### config.mk
export PLATFORM = sky130hd
export DESIGN_NAME = lnrv_icb2axi
export DESIGN_NICKNAME = d
export VERILOG_FILES = /design/src/rtl/lnrv_icb2axi.sv
export SDC_FILE = /design/constraint.sdc
export NUM_CORES = 1
export LEC_CHECK = 0
export CORE_UTILIZATION = 32
export DETAILED_ROUTE_END_ITERATION = 16
export PLACE_DENSITY_LB_ADDON = 0.25
export SLEW_MARGIN = 10
export SYNTH_ARGS = -nofsm -noshare
export SYNTH_HDL_FRONTEND = slang
export SYNTH_SLANG_ARGS = --single-unit
### constraint.sdc
create_clock -name clk -period 1.29 [get_ports clk]
set_input_delay 0.258 -clock clk [delete_from_list [all_inputs] [get_ports clk]]
set_output_delay 0.258 -clock clk [all_outputs]
set_load 0.01 [all_outputs]
### src/rtl/lnrv_icb2axi.sv
// lnrv_icb2axi: single-outstanding ICB responder to AXI4 single-beat master bridge
module lnrv_icb2axi #(
    parameter int         P_ADDR_WIDTH = 32,
    parameter int         P_DATA_WIDTH = 32,
    parameter logic [3:0] P_AXI_ID     = 4'd0
) (
    input  logic                      clk,
    input  logic                      reset,
    input  logic                      icb_cmd_vld,
    output logic                      icb_cmd_rdy,
    input  logic                      icb_cmd_write,
    input  logic [P_ADDR_WIDTH-1:0]   icb_cmd_addr,
    input  logic [P_DATA_WIDTH-1:0]   icb_cmd_wdata,
    input  logic [P_DATA_WIDTH/8-1:0] icb_cmd_wstrb,
    input  logic [2:0]                icb_cmd_size,
    output logic                      icb_rsp_vld,
    input  logic                      icb_rsp_rdy,
    output logic                      icb_rsp_err,
    output logic [P_DATA_WIDTH-1:0]   icb_rsp_rdata,
    output logic                      axi_awvalid,
    input  logic                      axi_awready,
    output logic [P_ADDR_WIDTH-1:0]   axi_awaddr,
    output logic [3:0]                axi_awid,
    output logic [7:0]                axi_awlen,
    output logic [2:0]                axi_awsize,
    output logic [1:0]                axi_awburst,
    output logic [3:0]                axi_awcache,
    output logic [2:0]                axi_awprot,
    output logic                      axi_awlock,
    output logic                      axi_wvalid,
    input  logic                      axi_wready,
    output logic [P_DATA_WIDTH-1:0]   axi_wdata,
    output logic [P_DATA_WIDTH/8-1:0] axi_wstrb,
    output logic                      axi_wlast,
    input  logic                      axi_bvalid,
    output logic                      axi_bready,
    input  logic [1:0]                axi_bresp,
    input  logic [3:0]                axi_bid,
    output logic                      axi_arvalid,
    input  logic                      axi_arready,
    output logic [P_ADDR_WIDTH-1:0]   axi_araddr,
    output logic [3:0]                axi_arid,
    output logic [7:0]                axi_arlen,
    output logic [2:0]                axi_arsize,
    output logic [1:0]                axi_arburst,
    output logic [3:0]                axi_arcache,
    output logic [2:0]                axi_arprot,
    output logic                      axi_arlock,
    input  logic                      axi_rvalid,
    output logic                      axi_rready,
    input  logic [P_DATA_WIDTH-1:0]   axi_rdata,
    input  logic [1:0]                axi_rresp,
    input  logic                      axi_rlast,
    input  logic [3:0]                axi_rid
);
    typedef enum logic [2:0] {IDLE, WR_REQ, WR_RESP, RD_REQ, RD_DATA, RSP} state_t;
    state_t state, state_nxt;
    logic [P_ADDR_WIDTH-1:0]   addr_q;
    logic [P_DATA_WIDTH-1:0]   wdata_q;
    logic [P_DATA_WIDTH/8-1:0] wstrb_q;
    logic [2:0]                size_q;
    logic                      write_q;
    logic                      aw_pend;
    logic                      w_pend;
    logic                      cmd_hs;
    logic                      aw_left;
    logic                      w_left;
    logic                      unused;
    assign cmd_hs  = icb_cmd_vld & icb_cmd_rdy;
    assign aw_left = aw_pend & ~axi_awready;
    assign w_left  = w_pend & ~axi_wready;
    assign icb_cmd_rdy = (state == IDLE);
    assign icb_rsp_vld = (state == RSP);
    assign axi_arvalid = (state == RD_REQ);
    assign axi_bready  = (state == WR_RESP);
    assign axi_rready  = (state == RD_DATA);
    assign axi_awvalid = aw_pend;
    assign axi_wvalid  = w_pend;
    assign axi_awaddr  = addr_q;
    assign axi_araddr  = addr_q;
    assign axi_awsize  = size_q;
    assign axi_arsize  = size_q;
    assign axi_awid    = P_AXI_ID;
    assign axi_arid    = P_AXI_ID;
    assign axi_awlen   = 8'd0;
    assign axi_arlen   = 8'd0;
    assign axi_awburst = 2'b01;
    assign axi_arburst = 2'b01;
    assign axi_awcache = 4'b0000;
    assign axi_arcache = 4'b0000;
    assign axi_awprot  = 3'b000;
    assign axi_arprot  = 3'b000;
    assign axi_awlock  = 1'b0;
    assign axi_arlock  = 1'b0;
    assign axi_wdata   = wdata_q;
    assign axi_wstrb   = wstrb_q;
    assign axi_wlast   = 1'b1;
    assign unused = ^{axi_bid, axi_rid, axi_bresp[0], axi_rresp[0], write_q};
    // state register
    always_ff @(posedge clk) begin
        state <= reset ? IDLE : state_nxt;
    end
    // next state: a write leaves WR_REQ only once both AW and W have handshaken
    always_comb begin
        state_nxt = state;
        case (state)
            IDLE:    state_nxt = cmd_hs ? (icb_cmd_write ? WR_REQ : RD_REQ) : IDLE;
            WR_REQ:  state_nxt = (!aw_left && !w_left) ? WR_RESP : WR_REQ;
            WR_RESP: state_nxt = axi_bvalid ? RSP : WR_RESP;
            RD_REQ:  state_nxt = axi_arready ? RD_DATA : RD_REQ;
            RD_DATA: state_nxt = axi_rvalid ? RSP : RD_DATA;
            RSP:     state_nxt = icb_rsp_rdy ? IDLE : RSP;
            default: state_nxt = IDLE;
        endcase
    end
    // command latch, independent AW/W valids and response capture
    always_ff @(posedge clk) begin
        if (reset) begin
            addr_q        <= '0;
            wdata_q       <= '0;
            wstrb_q       <= '0;
            size_q        <= '0;
            write_q       <= 1'b0;
            aw_pend       <= 1'b0;
            w_pend        <= 1'b0;
            icb_rsp_err   <= 1'b0;
            icb_rsp_rdata <= '0;
        end else begin
            if (cmd_hs) begin
                addr_q  <= icb_cmd_addr;
                wdata_q <= icb_cmd_wdata;
                wstrb_q <= icb_cmd_wstrb;
                size_q  <= icb_cmd_size;
                write_q <= icb_cmd_write;
                aw_pend <= icb_cmd_write;
                w_pend  <= icb_cmd_write;
            end else begin
                aw_pend <= aw_left;
                w_pend  <= w_left;
            end
            if (axi_bvalid && axi_bready) begin
                icb_rsp_err   <= axi_bresp[1];
                icb_rsp_rdata <= '0;
            end
            if (axi_rvalid && axi_rready) begin
                icb_rsp_err   <= axi_rresp[1] | ~axi_rlast;
                icb_rsp_rdata <= axi_rdata;
            end
        end
    end
endmodule

==> results of run 1 <==
[layer usage]
metal | wire length (um) | share of wire | global-route usage
met4 | 337 | 0.022 | 0.0777
met2 | 8380 | 0.54 | 0.347
met1 | 5610 | 0.36 | 0.185
met3 | 1240 | 0.080 | 0.0548
met5 | 0 | 0 | 0
[final cells by class]
type | instances | area (um2) | area share
Clock buffer | 12 | 267 | 0.0322
Clock inverter | 4 | 37.5 | 0.00453
Inverter | 1 | 6.26 | 0.000755
Multi-Input combinational cell | 397 | 2330 | 0.281
Sequential cell | 109 | 2200 | 0.265
Tap cell | 180 | 225 | 0.0272
Timing Repair Buffer | 316 | 3220 | 0.389
[metrics by stage]
stage | std cells | setup slack (ns)
after floorplan | 630 | -0.0580
after global placement | 980 | -0.444
after detailed placement | 980 | -0.470
after CTS | 1004 | -0.245
after global routing | 1019 | -0.333
final | 1019 | -0.237
[layout by cell type, fill, tap and decap left out, drive strengths merged, types with 4 or more instances in the layout]
| cell type | Yosys | routed |
|---|---|---|
| nand2 | 177 | 177 |
| clkdlybuf4s50 | 0 | 114 |
| dfxtp | 109 | 109 |
| a21oi | 108 | 108 |
| dlygate4sd2 | 0 | 104 |
| buf | 103 | 56 |
| conb | 2 | 45 |
| nand3 | 33 | 33 |
| clkdlybuf4s15 | 0 | 32 |
| clkbuf | 20 | 22 |
| nor2 | 7 | 7 |
| nor2b | 4 | 4 |
| inv | 1 | 4 |
[flip-flops by register name, indices dropped and copies added (netlist names)]
| register | flops |
|---|---|
| axi_araddr | 32 |
| axi_wdata | 32 |
| icb_rsp_rdata | 32 |
| axi_wstrb | 4 |
| axi_arsize | 3 |
| state | 3 |
| axi_awvalid | 1 |
| axi_wvalid | 1 |
| icb_rsp_err | 1 |
[path summary, 6_finish.rpt]
| check | startpoint | to | slack (ns) | depth (start not counted) |
|---|---|---|---|---|
| setup / recovery | state[2] | axi_araddr[12] | -0.24 | 5 |
| hold / removal | reset | icb_rsp_rdata[27] | 0.26 | 2 |
| setup reg to reg | state[2] | axi_araddr[12] | -0.24 | 5 |
| hold reg to reg | axi_wdata[13] | axi_wdata[13] | 0.45 | 2 |
[timing repair]
item                       CTS  global route
setup endpoints to repair  253           150
pin swaps                   25            44
cloned                       4             8
buffers inserted             4             7
gates resized for setup    241           156
[cells in the mapped netlist (4+ instances only)]
cell type  count  share of area
clkbuf_1      20          0.016
a21oi_1      108           0.12
buf_4         80           0.13
dfxtp_1      109           0.47
nand2_1      177           0.14
buf_6          7          0.017
nand3_1       33          0.036
nor2_1         7         0.0057
buf_2         16          0.017
nor2b_1        4         0.0054
[critical path, stage by stage, from the launching register on]
cell,delay (ns)
dfxtp_2,0.33
buf_6,0.12
or4b_4,0.61
buf_12,0.21
nand2_1,0.07
a21oi_1,0.06
[cells by family (layout without fill, tap and decap cells)]
logic type / Yosys count / count (layout) / share of synthesized area
mux: 1 / 1 / 0.00243
flops: 109 / 109 / 0.471
buf+inv: 124 / 333 / 0.181
compound gates: 115 / 115 / 0.128
other cells: 2 / 45 / 0.00162
simple gates: 236 / 236 / 0.215
[where the power goes]
part	total, mW	internal [mW]	switching [mW]
registers	3.87	3.67	0.202
logic	3.07	1.58	1.49
clock network	2.81	1.50	1.31
total	9.75	6.75	3.00
==> impl_metrics.yaml, run 1 <==
timing:
  fin_crit_sh: 1.18
  worst_hold_slack_ns: 0.256
  fin_skew_ns: 0.00796
  final_hold_viol_count: 0
  rsz0062_at_grt: "true"
  timing.fmax_mhz: 655
  fin_setup_tns_ns: -21.74
  setup_violations: 113
  fin_crit_ns: 1.53
  slew_viol_final: 0
  finalWorstSetupSlack_ns: -0.237
floorplanning:
  start_util: 0.331
  row_count: 43
  die_w_um: 122
  die_area_um2: 15000
  io_pins: 317
  coreArea_um2: 14000
  die_y_um: 122
status:
  status: "finished with violations"
  violations: "negative setup slack"
grt:
  grt.total_usage: 0.184
  grt_max_degree: 49
  antenna_found_initial: 0
  grt_pass1_wl_um: 21400
  grt.overflow.total: 0
  grt_pass1_vias: 4399
cells_and_area:
  fillers: 1249
  design_area_um2: 8280
  finish.utilization: 0.592
  drive_gt1_frac: 0.263
  synthToLayoutAreaGrowth_pct: 78.9
  finish.net_count: 960
  diodes: 0
synthesis:
  yosysSeqAreaShare: 0.471
  synth-main-ff-cell: "dfxtp_1"
  synth_seq_cells: 109
  syn-cell-area_um2: 4630
  ys_warn_count: 0
  synth_edf_count: 0
  async_reset_ff_frac: 0
  ys_types: 31
  syn_inst: 587
  synth.avg_cell_area_um2: 7.89
cts:
  clock_path_buffers: 2
  root_buffer: "clkbuf_16"
  clk_latency_ns: 0.36
  holdBufCountCts: 0
  cts_htree_levels: 3
  cts_tree: "done"
  cts.clk_slew.worst_paths_ns: 0.07
  clock-sinks: 109
  cts_made_buffers: 9
worst_setup_path:
  cp-start-kind: "flip-flop"
  crit_fanout: 23
  crit_arrival_ns: 1.76
  crit_type: "reg2reg"
  cp_data_required_time_ns: 1.52
  endpoint_kind: "flip-flop"
detailed_routing:
  route.detailed.drc: 0
  final_antenna_net_count: 0
  drtPass1Iterations: 4
  via_count: 4697
  via_per_inst: 4.61
  wire_per_inst_um: 15.3
  drt_iter0_markers: 124
  routed_wl_um: 15600
power:
  p_leak_nw: 3.62
  p_per_area_nw_per_um2: 1180
  finalPower_mw: 9.75
  ir_drop_mv: 0.799
place:
  placed_cell_area_um2: 7130
  hpwl_um: 10300
  gp_congestion: 0.760
  io_buffers: 261
flow_run:
  cap_violations: 0
worst_hold_path:
  hp-class: "in2reg"
Note: power is estimated with default switching activity, not from simulation.
==> run 2, diff against run 1 <==
--- a/config.mk
+++ b/config.mk
@@ -5,8 +5,10 @@
 export SDC_FILE = /design/constraint.sdc
 export NUM_CORES = 1
 export LEC_CHECK = 0
-export CORE_UTILIZATION = 32
+export CORE_AREA = 2 2 123 125
 export DETAILED_ROUTE_END_ITERATION = 16
+export DIE_AREA = 0 0 125 127
+export DONT_BUFFER_PORTS = 1
 export PLACE_DENSITY_LB_ADDON = 0.25
 export SLEW_MARGIN = 10
 export SYNTH_ARGS = -nofsm -noshare
==> impl_metrics.yaml, run 2 (synthesis gave the netlist of run 1 again) <==
timing:
  rsz0062_at_grt: "true"
  worst-slew-pin-transition_ns: 0.512
  timing.fmax_mhz: 644
  fin_crit_ns: 1.55
  maxSlewHeadroom: 0.658
  worst_hold_slack_ns: -0.0332
  final_hold_viol_count: 31
  fin_crit_sh: 1.20
  setup_violations: 114
  fin_skew_ns: 0.00959
  finalWorstSetupSlack_ns: -0.264
  slew_viol_final: 0
place:
  dpl_worst_slack_ns: -0.197
  hpwl_um: 8130
  gp_congestion: 0.725
  io_buffers: 0
floorplanning:
  row_count: 44
  coreArea_um2: 14400
  start_util: 0.321
  die_w_um: 125
  die_area_um2: 15900
  die_y_um: 127
  io_pins: 317
detailed_routing:
  wire_per_inst_um: 17.9
  via_per_inst: 4.91
  final_antenna_net_count: 0
  drt_iter0_markers: 126
  via_count: 3719
  route.detailed.drc: 0
  drtPass1Iterations: 4
  routed_wl_um: 13600
cells_and_area:
  layout_common_cells: "dfxtp_1 (106), nand2_1 (87), a21oi_2 (85)"
  layout_commonest_cell: "dfxtp_1"
  synthToLayoutAreaGrowth_pct: 36.7
  fillers: 1411
  drive_gt1_frac: 0.461
  diodes: 0
  finish.net_count: 695
power:
  p_per_area_nw_per_um2: 1490
  ir_drop_mv: 0.734
  p_leak_nw: 2.53
worst_setup_path:
  path_cells: "buf_6 > buf_6 > nor4bb_4 > buf_6 > clkbuf_16 > nand2_1 > a21oi_1"
  path_depth: 7
  crit_top_cell: "buf_6"
  worstReg2RegStart: "state[1]"
  crit_type: "reg2reg"
  r2r-end: "icb_rsp_rdata[31]"
  crit_family: "buffers and inverters"
  crit_arrival_ns: 1.83
  path_buf_inv: 4
  critPathLaunch: "state[1]"
  r2r_setup_slack_ns: -0.26
  crit_end: "icb_rsp_rdata[31]"
  cp-start-kind: "flip-flop"
  slowest_delay_ns: 0.37
  crit_slowest_cell: "dfxtp_4"
  endpoint_kind: "flip-flop"
  r2r_cells: 7
  cp_data_required_time_ns: 1.56
  crit_fanout: 7
cts:
  cts.clk_slew.worst_paths_ns: 0.08
  root_buffer: "clkbuf_16"
  clock_path_buffers: 2
  clock-sinks: 109
  cts_htree_levels: 3
  cts_tree: "done"
  clk_latency_ns: 0.35
  cts_made_buffers: 9
grt:
  grt.total_usage: 0.146
  grt.overflow.total: 0
  grt_max_degree: 111
  antenna_found_initial: 0
  grt_pass1_wl_um: 18700
  grt_pass1_vias: 3520
status:
  status: "finished with violations"
  violations: "negative hold slack, negative setup slack"
flow_run:
  cap_violations: 0
worst_hold_path:
  hp-class: "in2reg"
run 2: per-stage QoR:
stage / area [um2] / power, mW / utilization / setup TNS [ns] / std cells
2_1_floorplan: 4800 / 5.32 / - / -3.59 / 630
3_3_place_gp: 4460 / 5.34 / 0.309 / -7.37 / 715
3_5_place_dp: 4460 / 5.40 / 0.309 / -12.36 / 715
4_1_cts: 5210 / 8.72 / 0.361 / -18.32 / 745
5_1_grt: 6330 / 9.85 / 0.439 / -28.72 / 757
6_report: 6330 / 9.42 / 0.439 / -24.87 / 757
run 2: where the power goes:
| group | leakage (nW) | internal (mW) | switching [mW] |
|---|---|---|---|
| combinational | 1.49 | 1.17 | 1.25 |
| clock | 0.146 | 1.51 | 1.28 |
| sequential | 0.891 | 3.66 | 0.542 |
| total | 2.53 | 6.34 | 3.07 |
run 2: how the worst min path moves through the flow:
stage                           from                 to  slack (ns)  depth (start not counted)
global placement               reset     axi_araddr[29]        0.34                          1
floorplan           icb_cmd_wdata[0]       axi_wdata[0]        0.39                          2
global route                   reset        axi_awvalid       -0.05                          1
CTS                            reset  icb_rsp_rdata[28]       -0.05                          1
finish                         reset   icb_rsp_rdata[1]       -0.03                          1
detailed placement             reset     axi_araddr[26]        0.34                          1
run 2: area by class of cell:
| cell class | instances | area [um2] | share of cell area |
|---|---|---|---|
| Multi-Input combinational cell | 397 | 2850 | 0.450 |
| Sequential cell | 109 | 2190 | 0.347 |
| Timing Repair Buffer | 51 | 754 | 0.119 |
| Tap cell | 184 | 230 | 0.0364 |
| Clock buffer | 9 | 225 | 0.0356 |
| Clock inverter | 6 | 70.1 | 0.0111 |
| Inverter | 1 | 6.26 | 0.000989 |
run 2: layer usage:
| layer | track usage | vias up | part of all wire |
|---|---|---|---|
| met5 | 0 | - | 0 |
| met3 | 0.0645 | 14 | 0.089 |
| met1 | 0.157 | 1770 | 0.37 |
| met4 | 0.0438 | 0 | 0.011 |
| li1 | - | 1749 | - |
| met2 | 0.261 | 186 | 0.53 |
run 2: worst register-to-register path, delay by kind of cell (launching register included):
| family | cells | cell delay, ns |
|---|---|---|
| buffers and inverters | 4 | 0.65 |
| flip-flops | 1 | 0.37 |
| AND/OR/NAND/NOR | 2 | 0.36 |
| AO/OA/AOI/OAI | 1 | 0.11 |
run 2: timing repair:
action                                  CTS  global route
pin swaps                                16            93
gates cloned                              5             4
buffers inserted                         10             8
hold endpoints to repair                107            87
resized for setup                        59           252
endpoints found under the setup margin  112           114
